`src/rtl/ex_mdu.sv`:
```
// Iterative RV32M multiply/divide unit: one radix-2 step per clock on operand
// magnitudes, with sign fix-up on the final step and a valid/ready result port.
module ex_mdu #(
    parameter int XLEN  = 32,
    parameter int TAG_W = 5
) (
    input  logic             clk,
    input  logic             rst,
    input  logic             flush,
    input  logic             in_valid,
    output logic             in_ready,
    input  logic [2:0]       funct3,
    input  logic [XLEN-1:0]  A,
    input  logic [XLEN-1:0]  B,
    input  logic [TAG_W-1:0] tag_in,
    output logic             out_valid,
    input  logic             out_ready,
    output logic [XLEN-1:0]  Result,
    output logic [TAG_W-1:0] tag_out,
    output logic             busy
);

    typedef enum logic [1:0] {IDLE, CALC, DONE} state_t;

    localparam int CW = $clog2(XLEN);
    localparam logic [CW-1:0] LAST = CW'(XLEN - 1);

    state_t            state_q, state_d;
    logic [CW-1:0]     cnt_q, cnt_d;
    logic [XLEN-1:0]   hi_q, hi_d;
    logic [XLEN-1:0]   lo_q, lo_d;
    logic [XLEN-1:0]   opb_q, opb_d;
    logic [2:0]        f3_q, f3_d;
    logic              neg_q, neg_d;
    logic [XLEN-1:0]   res_q, res_d;
    logic [TAG_W-1:0]  tag_q, tag_d;

    logic              a_signed, b_signed, sa, sb, acc_neg;
    logic [XLEN-1:0]   a_mag, b_mag;
    logic              div_zero, div_ovf, special;
    logic [XLEN-1:0]   spec_res;

    logic [XLEN:0]     mul_sum;
    logic [XLEN-1:0]   mul_hi, mul_lo;
    logic [2*XLEN-1:0] prod, prod_s;
    logic [XLEN:0]     div_shift;
    logic              div_ge;
    logic [XLEN-1:0]   div_hi, div_lo, div_val, fix_res;

    // Operand decode at acceptance: signedness, magnitudes and the short-cut cases.
    always_comb begin
        a_signed = funct3[2] ? ~funct3[0] : (funct3[1:0] != 2'b11);
        b_signed = funct3[2] ? ~funct3[0] : ~funct3[1];
        sa       = a_signed & A[XLEN-1];
        sb       = b_signed & B[XLEN-1];
        a_mag    = sa ? (~A + 1'b1) : A;
        b_mag    = sb ? (~B + 1'b1) : B;
        // Remainder follows the dividend; everything else follows the operand signs.
        acc_neg  = (funct3[2] & funct3[1]) ? sa : (sa ^ sb);
        div_zero = funct3[2] & (B == '0);
        div_ovf  = funct3[2] & ~funct3[0] & (A == {1'b1, {(XLEN-1){1'b0}}}) & (B == '1);
        special  = div_zero | div_ovf;
        if (div_zero) begin
            spec_res = funct3[1] ? A : '1;
        end else begin
            spec_res = funct3[1] ? '0 : A;
        end
    end

    // One datapath step: shift-add for multiply, restoring shift-subtract for divide.
    always_comb begin
        mul_sum   = {1'b0, hi_q} + (lo_q[0] ? {1'b0, opb_q} : '0);
        mul_hi    = mul_sum[XLEN:1];
        mul_lo    = {mul_sum[0], lo_q[XLEN-1:1]};
        prod      = {mul_hi, mul_lo};
        prod_s    = neg_q ? (~prod + 1'b1) : prod;

        div_shift = {hi_q, lo_q[XLEN-1]};
        div_ge    = (div_shift >= {1'b0, opb_q});
        div_hi    = div_ge ? (div_shift[XLEN-1:0] - opb_q) : div_shift[XLEN-1:0];
        div_lo    = {lo_q[XLEN-2:0], div_ge};
        div_val   = f3_q[1] ? div_hi : div_lo;

        if (f3_q[2]) begin
            fix_res = neg_q ? (~div_val + 1'b1) : div_val;
        end else if (f3_q[1:0] == 2'b00) begin
            fix_res = prod_s[XLEN-1:0];
        end else begin
            fix_res = prod_s[2*XLEN-1:XLEN];
        end
    end

    always_comb begin
        state_d = state_q;
        cnt_d   = cnt_q;
        hi_d    = hi_q;
        lo_d    = lo_q;
        opb_d   = opb_q;
        f3_d    = f3_q;
        neg_d   = neg_q;
        res_d   = res_q;
        tag_d   = tag_q;
        if (flush) begin
            state_d = IDLE;
            cnt_d   = '0;
        end else begin
            case (state_q)
                IDLE: begin
                    if (in_valid) begin
                        f3_d  = funct3;
                        tag_d = tag_in;
                        neg_d = acc_neg;
                        if (special) begin
                            res_d   = spec_res;
                            state_d = DONE;
                        end else begin
                            state_d = CALC;
                            cnt_d   = '0;
                            hi_d    = '0;
                            lo_d    = funct3[2] ? a_mag : b_mag;
                            opb_d   = funct3[2] ? b_mag : a_mag;
                        end
                    end
                end
                CALC: begin
                    cnt_d = cnt_q + 1'b1;
                    hi_d  = f3_q[2] ? div_hi : mul_hi;
                    lo_d  = f3_q[2] ? div_lo : mul_lo;
                    if (cnt_q == LAST) begin
                        res_d   = fix_res;
                        cnt_d   = '0;
                        state_d = DONE;
                    end
                end
                DONE: begin
                    if (out_ready) begin
                        state_d = IDLE;
                    end
                end
                default: state_d = IDLE;
            endcase
        end
    end

    always_ff @(posedge clk) begin
        if (rst) begin
            state_q <= IDLE;
            cnt_q   <= '0;
            res_q   <= '0;
            tag_q   <= '0;
        end else begin
            state_q <= state_d;
            cnt_q   <= cnt_d;
            res_q   <= res_d;
            tag_q   <= tag_d;
        end
    end

    always_ff @(posedge clk) begin
        hi_q  <= hi_d;
        lo_q  <= lo_d;
        opb_q <= opb_d;
        f3_q  <= f3_d;
        neg_q <= neg_d;
    end

    assign in_ready  = (state_q == IDLE);
    assign out_valid = (state_q == DONE);
    assign busy      = (state_q != IDLE);
    assign Result    = res_q;
    assign tag_out   = tag_q;

endmodule

```
`config.mk`:
```
export PLATFORM = sky130hd
export DESIGN_NAME = ex_mdu
export DESIGN_NICKNAME = d
export VERILOG_FILES = /design/src/rtl/ex_mdu.sv
export SDC_FILE = /design/constraint.sdc
export NUM_CORES = 1
export LEC_CHECK = 0
export CAP_MARGIN = 20
export CORE_AREA = 2 2 238 146
export DETAILED_ROUTE_END_ITERATION = 6
export DIE_AREA = 0 0 240 148
export PLACE_DENSITY = 0.7
export SLEW_MARGIN = 20
export SYNTH_ARGS = -nofsm -noshare
export SYNTH_HDL_FRONTEND = slang
export SYNTH_SLANG_ARGS = --single-unit
```
`constraint.sdc`:
```
create_clock -name clk -period 7.5 [get_ports clk]
set_input_delay 2.25 -clock clk [delete_from_list [all_inputs] [get_ports clk]]
set_output_delay 2.25 -clock clk [all_outputs]
set_load 0.01 [all_outputs]
```
-- Word-level counts from Yosys, hierarchy flattened
Index checks and enable logic that the tools add are counted.
- bits in registers: 144
- latch bits: 0
- memory bits (writable): 0
- memory bits (read-only): 0
- bits of input ports: 77
- output and inout port bits: 40
- word-level logic and storage cells: 95
- memories kept: 0
- $add $sub $neg: 7
- $mul: 0
- divide/modulo/power cells: 0
- magnitude comparators: 1
- equal/unequal tests: 11
- shift-type cells: 0
- multiplexer cells: 38
- bitwise logic cells: 17
- reductions and logical operators: 12
- operator list (kind ; count):
    32-bit two-way mux ; 22
    32-bit one-hot mux with 2 select lines ; 3
    32-bit by 1-bit adder with 32-bit output, second input constant ; 3
    32-bit NOT ; 3
    64-bit by 1-bit adder with 64-bit output, second input constant ; 1
    32-bit equality test, second input constant ; 2
    64-bit two-way mux ; 1
    64-bit NOT ; 1
    32-bit by 32-bit adder with 33-bit output ; 1
    33-bit by 32-bit greater-or-equal comparator with 1-bit output ; 1
    32-bit logical NOT ; 1
    32-bit subtractor ; 1
    5-bit two-way mux ; 3
    5-bit one-hot mux with 2 select lines ; 1
    3-bit AND reduction ; 3
    2-bit two-way mux ; 4
    2-bit != test, second input constant ; 4
    4-bit AND reduction ; 2
    1-bit bitwise AND ; 7
    2-bit one-hot mux with 3 select lines ; 1
    5-bit by 1-bit adder with 5-bit output, second input constant ; 1
    5-bit equality test, second input constant ; 1
    5-bit AND reduction ; 1
    2-bit logical NOT ; 2
    9 further kinds ; 16

-- Logic depth before layout (Yosys ltp)
Gate-level depths: netlist of run 1.
- word-level depth: 9
- gate-level depth with buffers: 23

-- Worst setup path after synthesis of run 1
OpenSTA, ideal clock, no wires.
- path kind: input-to-reg
- from: input port B[0]
- to: register hi_q[0] (enable)
- setup time: 486 ps
- arrival: 6305 ps
- setup slack: 709 ps
- stages: 11
- buffers on the path: 1
- cell sequence: inv_1 -> ha_1 -> nand3_1 -> or4_1 -> clkbuf_1 -> nor4_2 -> a41o_1 -> inv_1 -> nand2_1 -> a21o_1 -> nor2_1
- word-level cells in the longest chain between the ends: 5
- elaborated cells between the ends (all ways): 7
- those cells by class: eq/ne (2); bitwise (3); reduce/logical (2)
- ends and longest elaborated chain (item ; line ; RTL):
    start: declaration ; 14 ; input logic [XLEN-1:0] B,
    32-bit equality test or 32-bit logical NOT (tied branches) ; 61, 60 ;
    1-bit bitwise AND, on equally long branches ; 61, 60 ;
    1-bit OR (*) ; 62 ; special = div_zero | div_ovf;
    2-bit != test (no source line) (*) ; - ;
    4-bit AND reduction (no source line) (*) ; - ;
    end signal: assignment ; 160 ; hi_q <= hi_d;
    end: declaration ; 30 ; logic [XLEN-1:0] hi_q, hi_d;
Every way passes the cells marked *; elsewhere a longest branch is shown, timed or not.
A chain may end at the register's enable or synchronous reset.

-- Worst setup path in the final report of run 1
- from: input port B[16]
- to: register res_q[31] (netlist: Result[31])
- word-level cells in the longest chain between the ends: 6
- elaborated cells between the ends (all ways): 11
- those cells by class: eq/ne (2); mux (4); bitwise (3); reduce/logical (2)
- ends and longest elaborated chain (item ; line ; RTL):
    32-bit logical NOT ; 60 ; div_zero = funct3[2] & (B == '0);
    1-bit bitwise AND ; 60 ;
    32-bit two-way mux ; 63 ; if (div_zero) begin
    32-bit two-way mux ; 113 ; if (special) begin
    32-bit two-way mux ; 109 ; if (in_valid) begin
    32-bit one-hot mux with 2 select lines ; 107 ; case (state_q)
    end signal: assignment ; 154 ; res_q <= res_d;
    end: declaration ; 35 ; logic [XLEN-1:0] res_q, res_d;
Several ways; a longest one is shown, not always the timed one. The select of a mux whose other input is x is not followed.

==> impl_metrics.yaml, run 1 <==
placed_design:
  routabilityCongestion: 1.03
  dpl_worst_slack_ps: 914
  dp_hpwl_mm: 50.1
  port-buffer-count: 116
  placed_area_um2: 18300
setup_path:
  setup.worst_path.start: "B[16]"
  r2r_start: "lo_q[0]"
  critical_path_arrival_ps: 6540
  cp-start-kind: "input port"
  max_stage_delay_ps: 720
  end_kind: "register"
  path_buf_inv: 2
  cp_slowest_cell: "or4b_2"
  worst-setup-path-type: "in2reg"
  path_cells: "clkdlybuf4s50_1 > or4_1 > or4b_2 > or4_1 > nor4_4 > buf_4 > nor2_1 > nor2_1 > a21oi_1 > o21ai_0 > nor4b_1 > mux2i_1 > nand2_1 > a311oi_1"
  crit_fanout: 40
  required_ps: 7850
  r2r_slack_ps: 1320
  cp_top_family: "simple AND/OR/NAND/NOR gates"
outcome:
  status: "finished clean"
global_routing:
  grt_pass1_vias: 16100
  grt_start_max_net_pins: 111
  overflow: 0
  grt_usage_pct: 35.9
  grt_pass1_wl_mm: 97.0
  grt_antenna_before_repair: 0
power:
  power.density_nw_per_um2: 157
  ir_drop_uv: 176
  finalPower_mw: 2.96
  p_leak_nw: 7.02
layout:
  layout_common_cells: "nor2_1 (241), nand2_1 (203), a21oi_1 (183)"
  final_common_cell: "nor2_1"
  n_antenna_cell: 0
  area_growth_pct: 12.2
  fill_cells: 3144
  multi_input_area_um2: 12100
  post-route-util_pct: 56.7
  layout-drive-gt1-share_pct: 5.96
  seq_area_um2: 3880
  final_nets: 2386
  stdcell_area_um2: 18900
clock_tree:
  cts_resized: 0
  ctsHtreeMaxLevel: 4
  cts_buffers: 17
  clock_latency_ps: 460
  cts.sinks: 144
  cts_setup_buffers: 0
  hold_buffers: 0
  clk_pin_slew_ps: 70
  cts_tree: "built"
  cts-root-buf: "clkbuf_16"
  cts_buffer_depth: 2
detailed_routing:
  drtIter0Drc: 2569
  drt-pass1-iter-count: 6
  finalWirelength_mm: 64.8
  wl_per_cell_um: 23.9
  vias: 17900
  vias_per_cell: 6.61
  drc: 0
  ant_nets: 0
timing:
  slew_viol_final: 0
  worst_pin_slew_ps: 1160
  rsz0062_at_grt: "no"
  slew_headroom_pct: 22.4
  setup_viol: 0
  timing.final.crit_period_ps: 6190
  fmax_ghz: 0.162
  min_period_over_period_pct: 82.5
  fin_setup_tns_ps: 0
  setup_ws_ps: 1310
  skew_ps: 11.8
  finalHoldViolations: 0
synthesis:
  ys_warn_count: 0
  synthCells: 2214
  synth_area_leaders: "edfxtp_1 (18%), mux2i_1 (5.5%), nor2_1 (5.5%)"
  synth_seq_cells: 144
  synth_nets: 2364
  synth_edf_count: 100
  synthArstFlopShare_pct: 0
  syn_area_um2: 16800
  synth_cell_types: 102
  synth_ff_type: "edfxtp_1"
  synth_top_area_share_pct: 17.9
  synth_top_area_cell: "edfxtp_1"
  ys_seq_area_share_pct: 23.1
  syn_avg_cell_area_um2: 7.60
die:
  core-area_um2: 33300
  die_h_um: 148
  rows: 52
  ios: 117
  start_util_pct: 50.5
  fp.dieW_um: 240
  fp.dieArea_um2: 35500
run:
  cap_violations: 0
min_path:
  hold_path_class: "reg2reg"
  hold_start: "Result[17]"
-- worst paths after layout --
kind,cells past startpoint,endpoint
max,14,Result[31]
min,2,Result[17]
max reg2reg,15,Result[30]
min reg2reg,2,Result[17]
-- per-layer routing --
layer | up-vias | routed length [um] | GRT usage, %
met5 | - | 0 | 0
met4 | 0 | 1750 | 10.9
met3 | 96 | 8010 | 9.51
met2 | 1013 | 26800 | 51.1
met1 | 8555 | 28300 | 52.5
li1 | 8237 | - | -
-- metrics by stage --
| stage | hold slack, ps | instances |
|---|---|---|
| final | 458 | 2708 |
| after global routing | 492 | 2708 |
| after CTS | 459 | 2708 |
| after detailed placement | 443 | 2676 |
| after global placement | 439 | 2676 |
| after floorplan | 453 | 2214 |
-- logic make-up (layout without fill, tap and decap cells) --
family	after synthesis	count (layout)	share of synthesized area [%]
buf+inv	218	253	5.04
fa+ha+maj	95	95	6.83
simple gates	815	815	23.7
mux	99	99	6.01
flops	144	144	23.1
compound gates	669	669	26.2
xor+xnor	174	174	9.06
-- synth_stat cells (30+ instances only) --
library cell / n
mux2i_1: 92
o31ai_1: 46
and2_1: 46
xnor2_1: 92
a21o_1: 34
xor2_1: 82
edfxtp_1: 100
o21ai_0: 145
clkbuf_1: 121
or3_1: 30
inv_1: 69
nand2_1: 203
dfxtp_1: 44
a211oi_1: 52
nor3_1: 72
ha_1: 71
nor2_1: 245
nand3_1: 40
a21oi_1: 183
-- flip-flops by register name, indices dropped and copies added (netlist names) --
name / cells
Result: 32
hi_q: 32
lo_q: 32
opb_q: 32
cnt_q: 5
tag_out: 5
f3_q: 3
state_q: 2
neg_q: 1
-- worst reg2reg max path, delay by kind of cell, from the launching register on --
kind	cells	cell delay, ps
adder cells (fa/ha/maj)	2	490
AO/OA/AOI/OAI	6	1780
multiplexers	1	140
flip-flops	1	1020
AND/OR/NAND/NOR	6	2650
-- area by class of cell --
class / instances / area share (%)
multi-input combinational: 1852 / 64.3
sequential: 144 / 20.6
tap: 459 / 3.04
clock inverter: 12 / 0.570
timing repair buffer: 149 / 7.50
inverter: 72 / 1.43
clock buffer: 20 / 2.59
-- report_power, final --
part	total (mW)	internal (mW)	switching, mW
clock	0.891	0.485	0.407
sequential	0.965	0.904	0.0617
combinational	1.10	0.403	0.695
No activity file was read; power rests on OpenSTA's default activity.
==> run 2: changes to the inputs <==
Settings changed: PLACE_DENSITY 0.7 to 0.73.
Clock period 7.5 ns to 5.32 ns, I/O delays scaled along.
==> impl_metrics.yaml, run 2 (synthesis gave the netlist of run 1 again) <==
min_path:
  hold_path_class: "reg2reg"
power:
  p_sw_share_pct: 39.6
  switching_power_mw: 1.73
  finalPower_mw: 4.37
  intPower_mw: 2.64
  combPwrFrac_pct: 41.0
  seq_power_share_pct: 30.7
  ir_drop_uv: 226
  power.density_nw_per_um2: 211
  p_leak_nw: 8.10
  power_frac_clock_pct: 28.4
global_routing:
  overflow: 0
  grt_antenna_before_repair: 0
  grt_start_max_net_pins: 110
  grt_pass1_wl_mm: 105
  grt_pass1_vias: 17600
  grt_usage_pct: 38.7
detailed_routing:
  drc: 0
  vias_per_cell: 6.48
  finalWirelength_mm: 69.5
  ant_nets: 0
  drtIter0Drc: 3005
  drt-pass1-iter-count: 7
  wl_per_cell_um: 23.8
  vias: 19000
timing:
  setup_viol: 0
  slew_viol_final: 0
  slew_headroom_pct: 36.0
  min_period_over_period_pct: 96.9
  rsz0062_at_grt: "no"
  fin_setup_tns_ps: 0
  worst_pin_slew_ps: 959
  whs_ps: 462
  finalHoldViolations: 0
  skew_ps: 15.9
  timing.final.crit_period_ps: 5160
  fmax_ghz: 0.194
placed_design:
  placed_area_um2: 20000
  routabilityCongestion: 1.01
  port-buffer-count: 116
  dp_hpwl_mm: 55.0
clock_tree:
  cts-root-buf: "clkbuf_16"
  clk_pin_slew_ps: 70
  cts.sinks: 144
  cts_buffer_depth: 2
  cts_buffers: 17
  ctsHtreeMaxLevel: 4
  cts_tree: "built"
  clock_latency_ps: 460
layout:
  final_common_cell: "buf_4"
  area_growth_pct: 22.7
  n_antenna_cell: 0
  final_nets: 2604
  layout-drive-gt1-share_pct: 14.8
  layout_common_cells: "buf_4 (245), nor2_1 (241), nand2_1 (203)"
  stdcell_area_um2: 20600
setup_path:
  worst-setup-path-type: "reg2reg"
  end_kind: "register"
  required_ps: 5670
  cp-start-kind: "register"
  critical_path_arrival_ps: 5510
  crit_fanout: 7
die:
  core-area_um2: 33300
  start_util_pct: 50.5
  fp.dieArea_um2: 35500
  die_h_um: 148
  fp.dieW_um: 240
  rows: 52
  ios: 117
outcome:
  status: "finished clean"
run:
  cap_violations: 0
[run 2: critical path, cell delays in order, from the launching register on]
cell	delay [ps]
edfxtp_1	400
inv_1	250
ha_1	290
inv_1	70
fa_1	430
a21o_1	240
a221o_1	460
a21o_1	250
xnor2_1	260
inv_1	100
a2111oi_0	410
a311oi_1	140
or2_2	340
or3_1	430
or4_1	540
a211o_1	300
o211a_1	120
[run 2: what timing repair did]
item,CTS,global route
gates resized for setup,0,14
endpoints found under the setup margin,0,14
buffers inserted,0,3
hold buffers,0,0
[run 2: worst paths after layout]
check             startpoint          to  slack [ps]  cells after the start
hold reg to reg   Result[29]  Result[29]         460                      2
setup reg to reg    lo_q[31]  Result[28]         160                     16
hold / removal    Result[29]  Result[29]         460                      2
setup / recovery    lo_q[31]  Result[28]         160                     16
[run 2: cell type report]
type                    count  area (um^2)
clock buffers              19          464
clock inverters            13          115
fillers                  3025        12700
inverters                  72          270
multi-input cells        1852        12200
flip-flops and latches    144         3880
well taps                 459          574
repair buffers            367         3120
[run 2: per-stage QoR]
step                      setup WS, ps  std cells  util (%)
after global placement           -35.0       2891      60.0
after floorplan                   4.59       2214         -
final                              163       2926      62.0
after CTS                         53.7       2923      61.7
after detailed placement          -194       2891      60.0
after global routing              3.30       2926      62.0
[run 2: per-layer routing]
metal | vias to the layer above | global-route usage [%] | wire length, um
li1 | 8691 | - | -
met1 | 9000 | 55.0 | 29800
met2 | 1152 | 57.1 | 29200
met3 | 128 | 10.0 | 8360
met4 | 0 | 12.0 | 2120
met5 | - | 0 | 0
[run 2: power groups by stage]
| stage | sequential, mW | combinational, mW | clock [mW] |
|---|---|---|---|
| 6_report | 1.34 | 1.79 | 1.24 |
| 3_3_place_gp | 1.36 | 1.69 | 0 |
| 2_1_floorplan | 1.33 | 1.07 | 0 |
| 4_1_cts | 1.34 | 1.73 | 1.24 |
| 3_5_place_dp | 1.36 | 1.72 | 0 |
| 5_1_grt | 1.34 | 1.92 | 1.27 |
